`config.mk`:
```
export PLATFORM = sky130hd
export DESIGN_NAME = unary_acc_array
export DESIGN_NICKNAME = d
export VERILOG_FILES = /design/src/rtl/unary_acc_pkg.sv /design/src/rtl/unary_acc_lane.sv /design/src/rtl/unary_acc_array.sv
export SDC_FILE = /design/constraint.sdc
export NUM_CORES = 1
export LEC_CHECK = 0
export BUFFER_PORTS_ARGS = -buffer_cell sky130_fd_sc_hd__buf_2
export CAP_MARGIN = 5
export CORE_UTILIZATION = 35
export CTS_CLUSTER_SIZE = 40
export DETAILED_ROUTE_END_ITERATION = 7
export GPL_TIMING_DRIVEN = 0
export HOLD_SLACK_MARGIN = 0.12
export PLACE_DENSITY_LB_ADDON = 0.1
export SLEW_MARGIN = 30
export SYNTH_ARGS = -nofsm -noshare
export SYNTH_HDL_FRONTEND = slang
export SYNTH_SLANG_ARGS = --single-unit
```
`constraint.sdc`:
```
create_clock -name clk -period 6.6 [get_ports clk]
set_input_delay 0 -clock clk [delete_from_list [all_inputs] [get_ports clk]]
set_output_delay 0 -clock clk [all_outputs]
set_load 0.005 [all_outputs]
```
`src/rtl/unary_acc_pkg.sv`:
```
// Shared types and constants for the unary-rate accumulator array.
// Saturating arithmetic is enabled by defining UNARY_ACC_SAT_EN.
package unary_acc_pkg;

   typedef enum logic [1:0] {
      ST_IDLE = 2'd0,
      ST_RUN  = 2'd1,
      ST_DONE = 2'd2
   } state_t;

   localparam int STEP  = 1;
   localparam int MAX_W = 64;

   // Low w bits hold the two's complement extreme; callers truncate to w.
   function automatic logic [MAX_W-1:0] signed_max(input int w);
      return (MAX_W'(1) << (w - 1)) - MAX_W'(1);
   endfunction

   function automatic logic [MAX_W-1:0] signed_min(input int w);
      return ~signed_max(w);
   endfunction

endpackage

```
`src/rtl/unary_acc_lane.sv`:
```
// One accumulator lane: signed +/-1 step per product bit, optional upstream fold,
// and (with UNARY_ACC_SAT_EN) clamping at the signed limits plus a sticky flag.
module unary_acc_lane
   import unary_acc_pkg::*;
#(
   parameter int WIDTH = 32
) (
   input  logic             clk,
   input  logic             rst,
   input  logic             clr,
   input  logic             i_clear,
   input  logic             i_step,
   input  logic             i_first,
   input  logic             i_acc,
   input  logic             i_sign_i,
   input  logic             i_sign_w,
   input  logic             i_prod,
   input  logic [WIDTH-1:0] i_psum,
   output logic [WIDTH-1:0] o_psum,
   output logic             o_sat
);

   localparam logic [WIDTH-1:0] STEP_V = WIDTH'(STEP);

   logic [WIDTH-1:0] r_lane;
   logic [WIDTH-1:0] w_base;
   logic [WIDTH-1:0] w_next;
   logic             w_up;
   logic             w_dn;
   logic             w_clamp;

   assign w_base = (i_first && i_acc) ? i_psum : r_lane;
   assign w_up   = i_prod && !(i_sign_i ^ i_sign_w);
   assign w_dn   = i_prod && (i_sign_i ^ i_sign_w);

`ifdef UNARY_ACC_SAT_EN
   localparam logic [WIDTH-1:0] LANE_MAX = WIDTH'(signed_max(WIDTH));
   localparam logic [WIDTH-1:0] LANE_MIN = WIDTH'(signed_min(WIDTH));
   logic r_sat;

   // The clamp looks at base, so a fold alone can never trip it.
   assign w_clamp = (w_up && (w_base == LANE_MAX)) || (w_dn && (w_base == LANE_MIN));

   always_ff @(posedge clk or posedge rst) begin
      if (rst) begin
         r_sat <= 1'b0;
      end else if (clr || i_clear) begin
         r_sat <= 1'b0;
      end else if (i_step && w_clamp) begin
         r_sat <= 1'b1;
      end
   end

   assign o_sat = r_sat;
`else
   assign w_clamp = 1'b0;
   assign o_sat   = 1'b0;
`endif

   always_comb begin
      w_next = w_base;
      if (!w_clamp) begin
         if (w_up) begin
            w_next = w_base + STEP_V;
         end else if (w_dn) begin
            w_next = w_base - STEP_V;
         end
      end
   end

   always_ff @(posedge clk or posedge rst) begin
      if (rst) begin
         r_lane <= '0;
      end else if (clr || i_clear) begin
         r_lane <= '0;
      end else if (i_step) begin
         r_lane <= w_next;
      end
   end

   assign o_psum = r_lane;

endmodule

```
`src/rtl/unary_acc_array.sv`:
```
// Multi-lane unary-rate partial-sum accumulator with a stallable result drain.
// Saturating lanes are built when UNARY_ACC_SAT_EN is defined; otherwise lanes wrap.
module unary_acc_array
   import unary_acc_pkg::*;
#(
   parameter int LANES  = 4,
   parameter int WIDTH  = 32,
   parameter int CYCLES = 256,
   parameter int CNT_W  = $clog2(CYCLES)
) (
   input  logic                   clk,
   input  logic                   rst,
   input  logic                   clr,
   input  logic                   start,
   input  logic                   en,
   input  logic                   acc,
   input  logic [LANES-1:0]       sign_i,
   input  logic [LANES-1:0]       sign_w,
   input  logic [LANES-1:0]       prod_bit,
   input  logic [LANES*WIDTH-1:0] psum_i,
   output logic [LANES*WIDTH-1:0] psum_o,
   output logic                   o_valid,
   input  logic                   o_ready,
   output logic                   busy,
   output logic [LANES-1:0]       sat,
   output logic [1:0]             o_dbg_state
);

   localparam logic [CNT_W-1:0] CNT_LAST = CNT_W'(CYCLES - 1);

   state_t           r_state;
   logic [CNT_W-1:0] r_cnt;
   logic             r_valid;
   logic             r_busy;
   logic             w_win_start;
   logic             w_step;
   logic             w_first;

   // Result handshake: o_valid stays high in DONE with psum_o/sat frozen; the
   // result is consumed on a cycle where o_valid && o_ready, and only then may
   // a new start be taken from DONE.
   assign w_win_start = start && ((r_state == ST_IDLE) || ((r_state == ST_DONE) && o_ready));
   assign w_step      = (r_state == ST_RUN) && en;
   assign w_first     = (r_cnt == '0);

   always_ff @(posedge clk or posedge rst) begin
      if (rst) begin
         r_state <= ST_IDLE;
         r_cnt   <= '0;
         r_valid <= 1'b0;
         r_busy  <= 1'b0;
      end else if (clr) begin
         r_state <= ST_IDLE;
         r_cnt   <= '0;
         r_valid <= 1'b0;
         r_busy  <= 1'b0;
      end else begin
         case (r_state)
            ST_IDLE: begin
               if (start) begin
                  r_state <= ST_RUN;
                  r_cnt   <= '0;
                  r_busy  <= 1'b1;
               end
            end
            ST_RUN: begin
               if (en) begin
                  if (r_cnt == CNT_LAST) begin
                     r_state <= ST_DONE;
                     r_cnt   <= '0;
                     r_valid <= 1'b1;
                  end else begin
                     r_cnt <= r_cnt + CNT_W'(1);
                  end
               end
            end
            ST_DONE: begin
               if (o_ready) begin
                  r_valid <= 1'b0;
                  r_cnt   <= '0;
                  if (start) begin
                     r_state <= ST_RUN;
                     r_busy  <= 1'b1;
                  end else begin
                     r_state <= ST_IDLE;
                     r_busy  <= 1'b0;
                  end
               end
            end
            default: begin
               r_state <= ST_IDLE;
               r_cnt   <= '0;
               r_valid <= 1'b0;
               r_busy  <= 1'b0;
            end
         endcase
      end
   end

   assign o_valid     = r_valid;
   assign busy        = r_busy;
   assign o_dbg_state = r_state;

   for (genvar k = 0; k < LANES; k++) begin : g_lane
      unary_acc_lane #(
         .WIDTH (WIDTH)
      ) u_lane (
         .clk      (clk),
         .rst      (rst),
         .clr      (clr),
         .i_clear  (w_win_start),
         .i_step   (w_step),
         .i_first  (w_first),
         .i_acc    (acc),
         .i_sign_i (sign_i[k]),
         .i_sign_w (sign_w[k]),
         .i_prod   (prod_bit[k]),
         .i_psum   (psum_i[k*WIDTH +: WIDTH]),
         .o_psum   (psum_o[k*WIDTH +: WIDTH]),
         .o_sat    (sat[k])
      );
   end

endmodule

```
==> results_dict.tcl, run 1 <==
set metrics [dict create \
    drtAntennaViolNets 0 \
    final_cell_mix "buf_2 (309), nand2_1 (218), o21ai_0 (184), nor2_1 (175), dfrtp_1 (140)" \
    intPower_mw 2.51 \
    avgRoutedWirePerCell_um 36.0 \
    yosys.area_share.simple 0.304 \
    holdPathEnd "g_lane[1].u_lane.o_psum[15]$_DFFE_PP0P_" \
    grt_max_degree 79 \
    fp.dieArea_um2 49300 \
    hpwl_mm 84.7 \
    tritoncts "yes" \
    first_pass_iters 6 \
    grt_use_total 0.474 \
    p_sw_frac 0.549 \
    setup_viol 0 \
    grtUsageMet3 0.158 \
    antenna_found_initial 18 \
    power.switching_mw 3.05 \
    syn_inst 2295 \
    worst_r2r_endpoint "g_lane[0].u_lane.o_psum[26]$_DFFE_PP0P_" \
    startpoint_type "flip-flop" \
    fin_util 0.439 \
    path_clk_slew_ps 70 \
    clk_latency_ps 510 \
    synth_top_family_by_area "compound AO/OA/AOI/OAI gates" \
    busiest_layer "met2" \
    ys_seq_area_frac 0.207 \
    fin_area_um2 20900 \
    power_density_nw_per_um2 265 \
    max_freq_ghz 0.157 \
    clockBufferDepth 2 \
    fillers 5010 \
    crit_path_start "r_cnt[0]$_DFFE_PP0P_" \
    synth_mux_area_frac 0.0545 \
    gr-total-overflow 0 \
    yosysUniqueCellTypes 105 \
    io_pins 283 \
    ys_ff_latch 140 \
    critPathCaptureType "flip-flop" \
    synthAdderAreaFrac 0.00738 \
    skew_ps 15.1 \
    initial_utilization 0.355 \
    slew_headroom 0.192 \
    grt_pass1_vias 21807 \
    hold_depth 3 \
    timing.final.crit_period_ps 6380 \
    synth-compound-area-share 0.304 \
    dpl-instance-area_um2 19100 \
    cts_buffers 17 \
    grt_use_met2 0.688 \
    drive_above_1_share 0.178 \
    hold_class "in2reg" \
    maxCapViolations 0 \
    drv_slew 0 \
    cp_max_fo 10 \
    placed_cells 3170 \
    use_met1 0.599 \
    port_buffers 254 \
    combPwrFrac 0.603 \
    cts_root_buffer "clkbuf_16" \
    p_leak_nw 8.60 \
    p_seq_frac 0.200 \
    num_rows 80 \
    clockPowerShare 0.197 \
    synth-async-reset-ratio 1.00 \
    cp.arrival_ps 6790 \
    core_um2 47700 \
    vdd_ir_drop_max_v 0.000290 \
    place_congestion 1.03 \
    routed_wl_mm 120 \
    path_class "reg2reg" \
    die_y_um 222 \
    r2r-start "r_cnt[0]$_DFFE_PP0P_" \
    first_iter_violations 3998 \
    synthToLayoutAreaGrowth_pct 23.6 \
    avgSynthCellArea_um2 7.38 \
    r2r_slack_ps 220 \
    netlist_area_um2 16900 \
    vias 23610 \
    clkSinkCount 140 \
    hold_viol_final 0 \
    yosys_warnings 0 \
    worstMarginPinSlew_ps 1210 \
    period_share 0.966 \
    rsz0062_at_grt "no" \
    grt_pass1_wl_mm 166 \
    place_ws_ps 351 \
    holdCritStartpoint "psum_i[47]" \
    nNetsFinal 2848 \
    outcome "completed" \
    synth_xor_area_frac 0.0609 \
    required_ps 7010 \
    mostFrequentLayoutCell "buf_2" \
    via_per_inst 7.10 \
    ys.flop_type "dfrtp_1" \
    rr_worst_depth 18 \
    worst_slack_ps 224 \
    fin_cells 3324 \
    synth_edf_count 0 \
    cts_htree_levels 4 \
    chipWidth_um 222 \
    drc 0 \
]
cell usage after synthesis, types with 9 or more instances:
| master | count | area share |
|---|---|---|
| and2_1 | 13 | 0.0048 |
| a21oi_1 | 121 | 0.036 |
| buf_4 | 10 | 0.0044 |
| nand2_1 | 218 | 0.048 |
| o22ai_1 | 23 | 0.0085 |
| a211o_1 | 9 | 0.0047 |
| nor3b_1 | 10 | 0.0044 |
| and3_1 | 41 | 0.015 |
| o21ai_0 | 184 | 0.054 |
| nor3_1 | 94 | 0.028 |
| a21o_1 | 12 | 0.0053 |
| mux2_2 | 18 | 0.012 |
| a2111oi_0 | 12 | 0.0062 |
| xor2_1 | 59 | 0.030 |
| a31oi_1 | 24 | 0.0089 |
| a22oi_1 | 39 | 0.017 |
| buf_6 | 12 | 0.0080 |
| mux2i_1 | 72 | 0.043 |
| buf_1 | 10 | 0.0022 |
| a221o_1 | 25 | 0.015 |
| nand3_1 | 108 | 0.032 |
| a32oi_1 | 14 | 0.0072 |
| nor2_1 | 176 | 0.039 |
| o41ai_1 | 9 | 0.0047 |
| ha_1 | 10 | 0.0074 |
| nor4_1 | 72 | 0.027 |
| a22o_1 | 20 | 0.010 |
| or4_1 | 30 | 0.013 |
| a211oi_1 | 33 | 0.015 |
| xnor2_1 | 57 | 0.029 |
| o211ai_1 | 43 | 0.019 |
| buf_2 | 50 | 0.015 |
| and4_1 | 18 | 0.0093 |
| nand4_1 | 81 | 0.030 |
| nor4b_1 | 10 | 0.0052 |
| or3_1 | 56 | 0.021 |
| inv_1 | 40 | 0.0089 |
| clkbuf_1 | 104 | 0.023 |
| o31ai_1 | 17 | 0.0075 |
| dfrtp_1 | 140 | 0.21 |
| o21ai_1 | 11 | 0.0032 |
routing by layer:
| layer | share of wire | vias up |
|---|---|---|
| met5 | 0.00088 | - |
| met4 | 0.070 | 16 |
| met3 | 0.13 | 502 |
| met2 | 0.42 | 1965 |
| met1 | 0.38 | 11431 |
| li1 | - | 9696 |
worst max-delay path, stage by stage, from the launching register on:
cell and delay, ps:
dfrtp_1 390, inv_1 100, ha_1 160, nor4bb_1 450, buf_2 570, nand2_1 300
clkbuf_2 480, buf_2 430, buf_2 450, mux2i_1 260, inv_1 110, ha_1 260
nand2_1 90, a211oi_1 560, a22oi_2 350, nor4b_1 700, a31oi_1 140, or3_1 340
o211ai_1 90
state kept, by name, summed over array words and instances (netlist names):
name	flops
o_valid	1
g_lane.u_lane.o_psum	128
busy	1
o_dbg_state	2
r_cnt	8
area by class of cell:
type | instances | area (um^2) | share of cell area
diodes | 6 | 15.0 | 0.000717
plain buffers | 187 | 950 | 0.0454
clock buffers | 20 | 447 | 0.0213
clock inverters | 11 | 168 | 0.00801
inverters | 42 | 165 | 0.00789
multi-input cells | 1929 | 12400 | 0.593
flip-flops and latches | 140 | 3500 | 0.167
well taps | 615 | 769 | 0.0367
repair buffers | 374 | 2510 | 0.120
metrics by stage:
| stage | TNS, ps | power, mW | hold slack, ps |
|---|---|---|---|
| detailed placement | 0 | 4.18 | 66.1 |
| global placement | -531 | 4.14 | 265 |
| global route | 0 | 5.62 | 156 |
| finish | 0 | 5.55 | 134 |
| CTS | 0 | 5.34 | 120 |
| floorplan | 0 | 2.70 | 153 |
worst max path at each step:
stage                                         endpoint  slack [ps]
6_report       g_lane[0].u_lane.o_psum[26]$_DFFE_PP0P_         220
5_1_grt        g_lane[0].u_lane.o_psum[26]$_DFFE_PP0P_         250
4_1_cts        g_lane[0].u_lane.o_psum[26]$_DFFE_PP0P_         330
3_5_place_dp   g_lane[0].u_lane.o_psum[26]$_DFFE_PP0P_         350
3_3_place_gp   g_lane[0].u_lane.o_psum[26]$_DFFE_PP0P_        -200
2_1_floorplan   g_lane[0].u_lane.o_psum[8]$_DFFE_PP0P_        2540
timing repair:
action                     in CTS  in global routing
hold buffers                  117                  0
resized for setup               0                  0
hold endpoints to repair      251                  0
setup buffers                   0                  0
setup endpoints to repair       0                  0
cells by family after synthesis:
kind of cell    count (synthesis)
simple gates                  977
other cells                     1
compound gates                731
mux                            90
flops                         140
fa+ha+maj                      10
xor+xnor                      117
buf+inv                       229
power groups by stage:
stage          combinational, mW  clock [mW]  sequential, mW
4_1_cts                     3.14        1.10            1.10
2_1_floorplan               1.63           0            1.07
3_3_place_gp                3.03           0            1.11
6_report                    3.35        1.10            1.11
3_5_place_dp                3.06           0            1.12
5_1_grt                     3.38        1.13            1.12
Note: power is estimated with default switching activity, not from simulation.
==> inputs of run 2 (changes only) <==
Settings changed: BUFFER_PORTS_ARGS -buffer_cell sky130_fd_sc_hd__buf_2 to -buffer_cell sky130_fd_sc_hd__buf_4.
==> results_dict.tcl, run 2 (synthesized netlist as in run 1, its figures left out) <==
set metrics [dict create \
    outcome "completed" \
    placed_cells 3169 \
    place_ws_ps 394 \
    grt_max_degree 78 \
    cp_max_fo 15 \
    path_buf_inv 5 \
    fp.dieArea_um2 49300 \
    worst_slack_ps 516 \
    die_y_um 222 \
    antenna_found_initial 15 \
    power_density_nw_per_um2 259 \
    first_pass_iters 7 \
    cts_root_buffer "clkbuf_16" \
    chipWidth_um 222 \
    cp.depth 17 \
    clockBufferDepth 2 \
    path_clk_slew_ps 70 \
    timing.final.crit_period_ps 6080 \
    r2r_slack_ps 520 \
    cts_htree_levels 4 \
    gr-total-overflow 0 \
    crit_family "simple AND/OR/NAND/NOR gates" \
    path_common_cell "buf_2" \
    tns_ps 0 \
    core_um2 47700 \
    grt_pass1_wl_mm 169 \
    fin_cells 3338 \
    worst_r2r_endpoint "g_lane[0].u_lane.o_psum[26]$_DFFE_PP0P_" \
    crit_slowest_cell "nor4b_1" \
    skew_ps 14.3 \
    maxCapViolations 0 \
    synthToLayoutAreaGrowth_pct 27.6 \
    hpwl_mm 84.8 \
    fin_area_um2 21600 \
    path_class "reg2reg" \
    period_share 0.922 \
    fillers 4873 \
    routed_wl_mm 121 \
    cp.arrival_ps 6520 \
    rsz0062_at_grt "no" \
    drtAntennaViolNets 0 \
    mostFrequentLayoutCell "buf_4" \
    critPathCaptureType "flip-flop" \
    first_iter_violations 3806 \
    largest_reg_flops 128 \
    drv_slew 0 \
    clkSinkCount 140 \
    io_pins 283 \
    crit_end "g_lane[0].u_lane.o_psum[26]$_DFFE_PP0P_" \
    drc 0 \
    register_area_um2 3500 \
    initial_utilization 0.355 \
    whs_ps 146 \
    worstMarginPinSlew_ps 1190 \
    vias 23822 \
    vdd_ir_drop_max_v 0.000272 \
    hold_viol_final 0 \
    r2r-start "r_cnt[0]$_DFFE_PP0P_" \
    num_rows 80 \
    drive_above_1_share 0.178 \
    cts_buffers 17 \
    tritoncts "yes" \
    required_ps 7030 \
    avgRoutedWirePerCell_um 36.3 \
    rr_worst_depth 17 \
    startpoint_type "flip-flop" \
    grt_use_total 0.483 \
    nNetsFinal 2852 \
    grt_pass1_vias 22458 \
    multi_input_area_um2 12400 \
    setup_viol 0 \
    dpl-instance-area_um2 19800 \
    crit_path_start "r_cnt[0]$_DFFE_PP0P_" \
    hold_class "in2reg" \
    via_per_inst 7.14 \
    cpPeakStageDelay_ps 700 \
    path_cells "inv_1 -> ha_1 -> nor4bb_1 -> buf_2 -> nand2_2 -> buf_2 -> buf_2 -> mux2i_1 -> inv_1 -> ha_1 -> nand2_1 -> a211oi_1 -> a22oi_2 -> nor4b_1 -> a31oi_1 -> or3_1 -> o211ai_1" \
    clk_latency_ps 520 \
    slew_headroom 0.206 \
    p_leak_nw 8.69 \
    final_cell_mix "buf_4 (264), nand2_1 (217), o21ai_0 (184), nor2_1 (175), dfrtp_1 (140)" \
    port_buffers 254 \
    place_congestion 1.04 \
    max_freq_ghz 0.164 \
]
run 2: cell types whose count changed in the layout (fill, tap and decap cells not counted), sizes merged:
cell         delta
dlygate4sd3     +6
clkinvlp        +2
clkinv          +1
diode           +9
clkbuf          -2
buf             -1
inv             +1
bufinv          -2
run 2: worst min-delay path by stage:
stage	startpoint	to	slack (ps)	depth (start not counted)
2_1_floorplan	psum_i[92]	g_lane[2].u_lane.o_psum[28]$_DFFE_PP0P_	150	2
3_3_place_gp	psum_i[127]	g_lane[3].u_lane.o_psum[31]$_DFFE_PP0P_	260	3
3_5_place_dp	rst	g_lane[0].u_lane.o_psum[13]$_DFFE_PP0P_	80	2
4_1_cts	psum_i[37]	g_lane[1].u_lane.o_psum[5]$_DFFE_PP0P_	130	4
5_1_grt	psum_i[2]	g_lane[0].u_lane.o_psum[2]$_DFFE_PP0P_	160	4
6_report	psum_i[37]	g_lane[1].u_lane.o_psum[5]$_DFFE_PP0P_	150	4
run 2: area by class of cell:
class | count | area share
buffer | 186 | 0.0438
clock buffer | 19 | 0.0200
inverter | 42 | 0.00764
multi-input combinational | 1929 | 0.575
antenna | 15 | 0.00174
sequential | 140 | 0.162
timing repair buffer | 379 | 0.148
clock inverter | 13 | 0.00666
tap | 615 | 0.0356
run 2: routing by layer:
metal,vias up,global-route usage,share of wire,routed length [um]
met1,11593,0.585,0.38,45600
met3,545,0.198,0.14,16600
li1,9715,-,-,-
met2,1965,0.694,0.41,49800
met4,4,0.329,0.076,9180
met5,-,0,0.00022,27
run 2: stage by stage:
step | power, mW | utilization
floorplan | 2.70 | -
detailed placement | 4.25 | 0.414
CTS | 5.36 | 0.452
global placement | 4.21 | 0.411
global route | 5.67 | 0.452
finish | 5.60 | 0.453
run 2: worst min-delay path, stage by stage:
cell and delay (ps):
clkbuf_1 200, xnor2_1 210, a21oi_1 70, o22ai_1 130
run 2: repair_timing:
action                     4_1_cts  5_1_grt
gates resized for setup          0        1
setup endpoints to repair        0        2
hold buffers                   123        0
hold endpoints to repair       257        0
buffers inserted                 0        0
run 2: power by group:
part / total (mW) / internal, mW / switching [mW]
Combinational: 3.44 / 0.991 / 2.45
Sequential: 1.11 / 0.944 / 0.171
Clock: 1.04 / 0.556 / 0.485
Total: 5.60 / 2.49 / 3.11
